<file path="src/rtl/mod_counter_cascade_if.sv">
// Control and status bundle for mod_counter_cascade.
//   master: drives en, up_dn, clr, load, load_val, cmp_val;
//           observes cnt, tc, wrap, ovf_sticky, match.
//   slave : the counter side, the mirror image of master.
// Packed vectors hold digit k at bits [k*DIGIT_W +: DIGIT_W].
interface mod_counter_cascade_if #(
    parameter int unsigned DIGITS  = 4,
    parameter int unsigned DIGIT_W = 4
);
    logic                      en;
    logic                      up_dn;
    logic                      clr;
    logic                      load;
    logic [DIGITS*DIGIT_W-1:0] load_val;
    logic [DIGITS*DIGIT_W-1:0] cmp_val;
    logic [DIGITS*DIGIT_W-1:0] cnt;
    logic                      tc;
    logic                      wrap;
    logic                      ovf_sticky;
    logic                      match;

    modport master (
        output en, up_dn, clr, load, load_val, cmp_val,
        input  cnt, tc, wrap, ovf_sticky, match
    );

    modport slave (
        input  en, up_dn, clr, load, load_val, cmp_val,
        output cnt, tc, wrap, ovf_sticky, match
    );
endinterface

</file>
<file path="src/rtl/mod_counter_cascade.sv">
// Multi-digit cascaded modulo counter (BCD by default) with clear, parallel load,
// terminal count, wrap pulse, sticky overflow and compare-match.
//   clk  : clock, rising edge
//   rstn : synchronous active-low reset
//   bus  : slave side of mod_counter_cascade_if
//          en/up_dn step control, clr, load/load_val, cmp_val in;
//          cnt, tc (comb), wrap (registered pulse), ovf_sticky, match (comb) out.
// Edge priority: rstn low > clr > load > en.
module mod_counter_cascade #(
    parameter int unsigned DIGITS  = 4,
    parameter int unsigned DIGIT_W = 4,
    parameter int unsigned MODULUS = 10
) (
    input logic                  clk,
    input logic                  rstn,
    mod_counter_cascade_if.slave bus
);

    typedef logic [DIGITS-1:0][DIGIT_W-1:0] digits_t;

    localparam logic [DIGIT_W-1:0] DigitMax = DIGIT_W'(MODULUS - 1);

    digits_t cnt_q, cnt_d;
    digits_t load_digits;
    logic    wrap_q, wrap_d;
    logic    ovf_q, ovf_d;
    logic    all_max, all_zero;

    assign load_digits = bus.load_val;

    always_comb begin : p_flags
        all_max  = 1'b1;
        all_zero = 1'b1;
        for (int k = 0; k < DIGITS; k++) begin
            if (cnt_q[k] != DigitMax) all_max  = 1'b0;
            if (cnt_q[k] != '0)       all_zero = 1'b0;
        end
    end

    always_comb begin : p_next
        logic chain; // carry (up) or borrow (down) entering digit k
        cnt_d  = cnt_q;
        wrap_d = 1'b0;
        ovf_d  = ovf_q;
        chain  = 1'b0;
        if (bus.clr) begin
            cnt_d = '0;
            ovf_d = 1'b0;
        end else if (bus.load) begin
            // Out-of-range digits saturate so the digit invariant survives a load.
            for (int k = 0; k < DIGITS; k++) begin
                cnt_d[k] = (load_digits[k] > DigitMax) ? DigitMax : load_digits[k];
            end
        end else if (bus.en) begin
            chain = 1'b1;
            for (int k = 0; k < DIGITS; k++) begin
                if (chain) begin
                    if (bus.up_dn) begin
                        if (cnt_q[k] == DigitMax) begin
                            cnt_d[k] = '0;
                        end else begin
                            cnt_d[k] = cnt_q[k] + 1'b1;
                            chain    = 1'b0;
                        end
                    end else begin
                        if (cnt_q[k] == '0) begin
                            cnt_d[k] = DigitMax;
                        end else begin
                            cnt_d[k] = cnt_q[k] - 1'b1;
                            chain    = 1'b0;
                        end
                    end
                end
            end
            // A chain surviving the top digit means every digit rolled over.
            wrap_d = chain;
            ovf_d  = ovf_q | chain;
        end
    end

    always_ff @(posedge clk) begin : p_regs
        if (!rstn) begin
            cnt_q  <= '0;
            wrap_q <= 1'b0;
            ovf_q  <= 1'b0;
        end else begin
            cnt_q  <= cnt_d;
            wrap_q <= wrap_d;
            ovf_q  <= ovf_d;
        end
    end

    assign bus.cnt        = cnt_q;
    assign bus.wrap       = wrap_q;
    assign bus.ovf_sticky = ovf_q;
    assign bus.tc         = bus.en && ((bus.up_dn && all_max) || (!bus.up_dn && all_zero));
    // Stored digits are always in range, so an out-of-range cmp_val digit cannot match.
    assign bus.match      = (cnt_q == bus.cmp_val);

endmodule

</file>
<file path="src/flat_wrapper.sv">
// flat-port wrapper written by rule: the top's interface ports become plain ports
module mod_counter_cascade_flat 
#(
    parameter int unsigned DIGITS  = 4,
    parameter int unsigned DIGIT_W = 4,
    parameter int unsigned MODULUS = 10
)
  (clk, rstn, bus_en, bus_up_dn, bus_clr, bus_load, bus_load_val, bus_cmp_val, bus_cnt, bus_tc, bus_wrap, bus_ovf_sticky, bus_match);
  mod_counter_cascade_if #(.DIGITS(DIGITS), .DIGIT_W(DIGIT_W)) bus_i ();
  input logic clk;
  input logic rstn;
  input wire logic [$bits(bus_i.en)-1:0] bus_en;
  input wire logic [$bits(bus_i.up_dn)-1:0] bus_up_dn;
  input wire logic [$bits(bus_i.clr)-1:0] bus_clr;
  input wire logic [$bits(bus_i.load)-1:0] bus_load;
  input wire logic [$bits(bus_i.load_val)-1:0] bus_load_val;
  input wire logic [$bits(bus_i.cmp_val)-1:0] bus_cmp_val;
  output wire logic [$bits(bus_i.cnt)-1:0] bus_cnt;
  output wire logic [$bits(bus_i.tc)-1:0] bus_tc;
  output wire logic [$bits(bus_i.wrap)-1:0] bus_wrap;
  output wire logic [$bits(bus_i.ovf_sticky)-1:0] bus_ovf_sticky;
  output wire logic [$bits(bus_i.match)-1:0] bus_match;
  assign bus_i.en = bus_en;
  assign bus_i.up_dn = bus_up_dn;
  assign bus_i.clr = bus_clr;
  assign bus_i.load = bus_load;
  assign bus_i.load_val = bus_load_val;
  assign bus_i.cmp_val = bus_cmp_val;
  assign bus_cnt = bus_i.cnt;
  assign bus_tc = bus_i.tc;
  assign bus_wrap = bus_i.wrap;
  assign bus_ovf_sticky = bus_i.ovf_sticky;
  assign bus_match = bus_i.match;
  mod_counter_cascade #(.DIGITS(DIGITS), .DIGIT_W(DIGIT_W), .MODULUS(MODULUS)) u_core (.clk(clk), .rstn(rstn), .bus(bus_i));
endmodule
</file>
<file path="config.mk">
export PLATFORM = sky130hd
export DESIGN_NAME = mod_counter_cascade_flat
export DESIGN_NICKNAME = d
export VERILOG_FILES = /design/src/rtl/mod_counter_cascade_if.sv /design/src/rtl/mod_counter_cascade.sv /design/src/flat_wrapper.sv
export SDC_FILE = /design/constraint.sdc
export NUM_CORES = 1
export LEC_CHECK = 0
export CAP_MARGIN = 20
export CORE_MARGIN = 3
export CORE_UTILIZATION = 45
export CTS_CLUSTER_SIZE = 25
export DETAILED_ROUTE_END_ITERATION = 8
export MAX_ROUTING_LAYER = met4
export PLACE_DENSITY = 0.78
export SYNTH_ARGS = -nofsm -noshare
export SYNTH_HDL_FRONTEND = slang
export SYNTH_SLANG_ARGS = --single-unit
</file>
<file path="constraint.sdc">
create_clock -name clk -period 1.8 [get_ports clk]
set_clock_uncertainty 0.05 [all_clocks]
set_input_delay 0.36 -clock clk [delete_from_list [all_inputs] [get_ports clk]]
set_output_delay 0.36 -clock clk [all_outputs]
set_load 0.01 [all_outputs]
</file>
=== Word level (Yosys, flattened, before mapping) ===
Index checks and enable logic that the tools add are counted.
W data, S select, Z words.

* Reduce and logical (&&, ||, !) cells: 23
* Bitwise gates (word level): 4
* Shift-type cells: 0
* $mul: 0
* Eq/ne operators: 9
* Muxes and demuxes: 56
* Divide/modulo/power cells: 0
* Add/sub/neg operators: 8
* Magnitude comparators: 4

{| class="wikitable"
|+ Operators with widths
! kind !! number
|-
| $mux W4 || 19
|-
| $mux W1 || 35
|-
| $mux W16 || 2
|-
| $add A4 B1 Y4 const B || 4
|-
| $eq A16 B16 Y1 || 1
|-
| $eq A4 B4 Y1 const B || 4
|-
| $gt A4 B4 Y1 const B || 4
|-
| $logic_not A4 Y1 || 4
|-
| $ne A4 B4 Y1 const B || 4
|-
| $reduce_bool A4 Y1 || 4
|-
| $sub A4 B1 Y4 const B || 4
|-
| $reduce_and A2 Y1 || 4
|-
| $reduce_bool A2 Y1 || 4
|-
| $reduce_or A4 Y1 || 1
|-
| $logic_and A1 B1 Y1 || 3
|-
| $not A1 Y1 || 3
|-
| $reduce_or A2 Y1 || 1
|-
| $logic_not A1 Y1 || 1
|-
| $logic_or A1 B1 Y1 || 1
|-
| $or A1 B1 Y1 || 1
|}

* Output and inout bits: 20
* Memory bits (writable): 0
* Bits of input ports: 38
* Memories: 0
* Word-level logic and storage cells: 110
* Bits in latches: 0
* Register bits: 18
* ROM bits: 0

=== Logic depth before layout (Yosys ltp) ===
* Depth after elaboration: 19
* Depth in mapped cells: 8
* Depth with buffers taken out: 5

=== Worst setup path before layout ===
No wires, ideal clock.

* Path type: reg2out
* Start point: reg u_core.cnt_q (netlist bit u_core.bus.cnt[15])
* End point: out bus_tc
* Cell stages (with the launch flop): 5
* Setup slack: -0.203 ns
* Path buffers: 1
* Arrival time: 1.593 ns
* Data required time: 1.390 ns
* Cells stage by stage: dfxtp_1 -> clkbuf_1 -> and4_1 -> nand3_1 -> a2111oi_0

* Cells in the longest elaborated chain, start to end: 5
* Elaborated cells on any way between the ends: 8
* Those cells by class: eq/ne (1); mux (2); reduce/logical (5)

{| class="wikitable"
|+ RTL lines
! element !! line !! source
|-
| start: declaration || mod_counter_cascade.sv:23 || <nowiki>digits_t cnt_q, cnt_d;</nowiki>
|-
| start signal: assignment || mod_counter_cascade.sv:87 || <nowiki>cnt_q <= cnt_d;</nowiki>
|-
| $ne A4 B4 Y1 or $reduce_bool A4 Y1 (tied branches) || mod_counter_cascade.sv:35, mod_counter_cascade.sv:36 ||
|-
| $mux W1 (on tied branches) || mod_counter_cascade.sv:35, mod_counter_cascade.sv:36 ||
|-
| $logic_and A1 B1 Y1 || mod_counter_cascade.sv:96 || <nowiki>assign bus.tc = bus.en && ((bus.up_dn && all_max) || (!bus.up_dn && all_zero));</nowiki>
|-
| $logic_or A1 B1 Y1 * || mod_counter_cascade.sv:96 ||
|-
| $logic_and A1 B1 Y1 * || mod_counter_cascade.sv:96 ||
|-
| end: declaration || flat_wrapper.sv:19 || <nowiki>output wire logic [$bits(bus_i.tc)-1:0] bus_tc;</nowiki>
|}

Mark *: on every way between the ends. The rest lies on a longest branch, timed or not.

=== Final worst setup path ===
* Start point: reg u_core.cnt_q (netlist bit u_core.bus.cnt[0])
* End point: out bus_tc

* Cells in the longest elaborated chain, start to end: 8
* Elaborated cells on any way between the ends: 14
* Those cells by class: eq/ne (1); mux (8); reduce/logical (5)

{| class="wikitable"
|+ RTL lines
! element !! line
|-
| $ne A4 B4 Y1 or $reduce_bool A4 Y1 (tied branches) || mod_counter_cascade.sv:35, mod_counter_cascade.sv:36
|-
| $mux W1 (on tied branches) (4 in a row) || mod_counter_cascade.sv:35, mod_counter_cascade.sv:36
|-
| $logic_and A1 B1 Y1 || mod_counter_cascade.sv:96
|-
| $logic_or A1 B1 Y1 * || mod_counter_cascade.sv:96
|-
| $logic_and A1 B1 Y1 * || mod_counter_cascade.sv:96
|}

Marks and branches as above.

==> results by group <==
Floorplan
  – Num rows: 22
  – DIE WIDTH: 69.4 um
  – Full die area: 4810 um2
  – Starting Density: 47.9%
  – Die H: 69.4 um
  – Num ports: 58
  – Core Area: 3770 um2

Layout
  – Antenna Cells: 0
  – Share of cells above drive strength 1: 29.2%
  – Layout Nets: 364
  – Fill cell count: 262
  – P&R area growth vs syn: 57.6%

Drt
  – Vias per cell: 5.75
  – Drt wl/cell: 15.5 um
  – Drt first-iter violations: 138
  – Post-route ant nets: 0
  – Residual DRC: 0
  – DR vias: 2146
  – Initial DRT Pass Iterations: 4
  – Routed WL: 5780 um

Clock network
  – Clk_lat worst skew: 0.26 ns
  – Clock sinks: 18
  – Hold_buf cts: 0
  – Clk slew on worst S/H paths: 0.08 ns
  – CTS max path bufs: 2
  – TritonCTS Buffers: 3
  – CTS tree: yes
  – Root cell of the clock tree: clkbuf_8
  – H-Tree Level Count: 1

Critical path
  – Setup CP Type: reg -> out
  – Worst Path Arrival: 1.59 ns
  – Worst Path Max Fanout: 4
  – Worst Path Buf+Inv: 1
  – Critical path's top delay family: flip-flops
  – Worst stage delay on the critical path: 0.39 ns
  – Critical path's slowest cell: dfxtp_4
  – CP Launch Type: flip-flop
  – Crit path required time: 1.39 ns
  – Endpoint class of the critical path: output pin
  – Cells along the critical path: and4_4 -> nand3_1 -> a2111oi_4 -> buf_2

GRT
  – Initial antenna violation count: 0
  – Largest net degree at the start of global routing: 30
  – Remaining global-route overflow: 0
  – First-pass GRT wire length: 9360 um
  – Vias in the first global route: 1990
  – Gr usage total: 23.8%

Power
  – Pwr dens: 450 nW/um2
  – Leakage: 0.00123 uW
  – Worst vdd rail ir drop: 448 uV
  – Post-layout total power: 1280 uW

STA
  – Final Max Tran Viols: 0
  – Number of hold violations in the final report: 0
  – Slew margin rel.: 68.0%
  – Setup TNS: -0.357 ns
  – Max Freq: 0.501 GHz
  – Worst slew pin tran: 0.476 ns
  – Post-route setup slack: -0.196 ns
  – Fin crit share: 111%
  – Min Tclk post-route: 2.00 ns
  – Setup Viol. Count Final: 2
  – RSZ-0062 raised after global routing: yes

Place
  – IO buf count: 57
  – Final weighted congestion in routability-driven placement: 0.930
  – Post-DP HPWL: 4320 um
  – Place WS: -0.801 ns

Hold path
  – Hold WC Path Type: reg -> reg

Status
  – Failing checks: setup timing
  – Status: finished with violations

Synth
  – Register area share after synthesis: 19.9%
  – Post-Synthesis Cells: 244
  – Post-synthesis area per instance: 7.40 um2
  – XOR/XNOR Fraction of Synth Area: 12.6%
  – Syn_nets: 282
  – Adder-cell area share of the yosys netlist: 0%
  – Mux contribution to synthesized area: 0.554%
  – Post-synth EDFFs: 0
  – Post-synth ARST share: 0%
  – Top cell type's share of synthesized area: 19.9%
  – Largest family of logic cells by synthesized area: simple AND/OR/NAND/NOR gates
  – Simple-Gate Fraction of Synth Area: 29.2%
  – Post-synthesis compound-gate area fraction: 27.7%
  – Top cells by area, synth: dfxtp_1 (20%), xnor2_1 (11%), o21ai_0 (4.7%)
  – Synth Flop Type: dfxtp_1
  – Library cells used by synthesis: 56
  – Flop and latch count out of synthesis: 18
  – Yosys warns: 0
  – Synth area leader: dfxtp_1
  – Post-Syn Area: 1810 um2

Run
  – Maxcap violations: 0
==> cell type report <==
class	count	area [um2]	area share [%]
tap	48	60.1	2.11
sequential	18	388	13.6
timing repair buffer	103	932	32.7
inverter	8	30.0	1.05
clock buffer	4	55.1	1.93
multi-input combinational	192	1380	48.6
==> worst paths after layout <==
| kind | start | to | slack [ns] | cells past startpoint |
|---|---|---|---|---|
| setup / recovery | u_core.bus.cnt[0]$_SDFFE_PP0P_ | bus_tc | -0.20 | 4 |
| hold / removal | u_core.bus.ovf_sticky$_SDFFE_PP0P_ | u_core.bus.ovf_sticky$_SDFFE_PP0P_ | 0.42 | 2 |
| setup reg to reg | u_core.bus.cnt[2]$_SDFFE_PP0P_ | u_core.bus.cnt[13]$_SDFFE_PP0P_ | 0.08 | 6 |
| hold reg to reg | u_core.bus.ovf_sticky$_SDFFE_PP0P_ | u_core.bus.ovf_sticky$_SDFFE_PP0P_ | 0.42 | 2 |
==> cells by family (layout without fill, tap and decap cells) <==
group,Yosys count,after routing
AND/OR/NAND/NOR,92,92
AO/OA/AOI/OAI,73,73
multiplexers,1,1
flip-flops,18,18
XOR/XNOR,26,26
buffers and inverters,34,115
==> metal layers <==
metal	global-route usage, %	part of all wire (%)	up-vias
met4	5.21	1.4	0
met2	37.0	47	91
met5	-	0	-
met1	32.5	45	985
met3	3.77	5.7	10
li1	-	-	1060
==> timing repair <==
action,in CTS,in global routing
pin swaps,24,4
resized for setup,63,22
setup endpoints to repair,22,16
setup buffers,1,0
==> cells in the mapped netlist (all sizes together) (2+ instances only) <==
master / count
and4b: 2
a221oi: 3
nand3: 17
a21o: 2
a211oi: 4
nor2b: 4
a32oi: 2
a2111oi: 3
nor3: 10
clkbuf: 7
nor4: 4
nand2b: 3
nand3b: 2
a21oi: 14
nor2: 14
buf: 19
o211a: 2
and4: 2
nand4: 6
o2111ai: 2
xor2: 4
o211ai: 4
o31ai: 2
dfxtp: 18
xnor2: 22
a22oi: 2
and2: 2
o21ai: 18
and3: 6
nand2: 16
o21a: 3
a31oi: 5
inv: 8
==> registers in the layout (all words and copies together) (netlist names) <==
name / flops
u_core.bus.cnt: 16
u_core.bus.ovf_sticky: 1
u_core.bus.wrap: 1
==> layout by cell type (no fill, tap or decap), types with 7 or more instances in the layout <==
| cell | netlist | final |
|---|---|---|
| nand2_1 | 15 | 15 |
| nor2_1 | 13 | 13 |
| o21ai_0 | 17 | 16 |
| clkdlybuf4s50_1 | 0 | 30 |
| dfxtp_2 | 0 | 10 |
| nand3_1 | 16 | 15 |
| a21oi_1 | 12 | 11 |
| dlygate4sd2_1 | 0 | 18 |
| inv_1 | 8 | 8 |
| xnor2_2 | 0 | 7 |
| xnor2_1 | 22 | 15 |
| buf_4 | 4 | 39 |
| nor3_1 | 7 | 7 |
==> per-stage QoR <==
stage | std cells | instance area (um2) | hold slack, ns | utilization, %
finish | 373 | 2850 | 0.419 | 75.5
CTS | 373 | 2790 | 0.419 | 74.0
global route | 373 | 2850 | 0.462 | 75.5
floorplan | 244 | 1810 | 0.431 | -
detailed placement | 369 | 2640 | 0.399 | 70.0
global placement | 369 | 2640 | 0.395 | 70.0
==> where the power goes <==
group | leakage (uW) | internal [uW] | total, uW | switching (uW)
logic | 0.00105 | 263 | 492 | 229
clock network | 0.0000288 | 195 | 357 | 161
registers | 0.000154 | 412 | 434 | 22.0
total | 0.00123 | 870 | 1280 | 412
==> worst register-to-register path: stages (launching register included) <==
cell     delay, ns
dfxtp_4       0.37
nor3b_4       0.22
nand3_2       0.15
buf_6         0.14
or3_4         0.37
a32oi_1       0.18
o21ai_1       0.12
No activity file was read; power rests on OpenSTA's default activity.
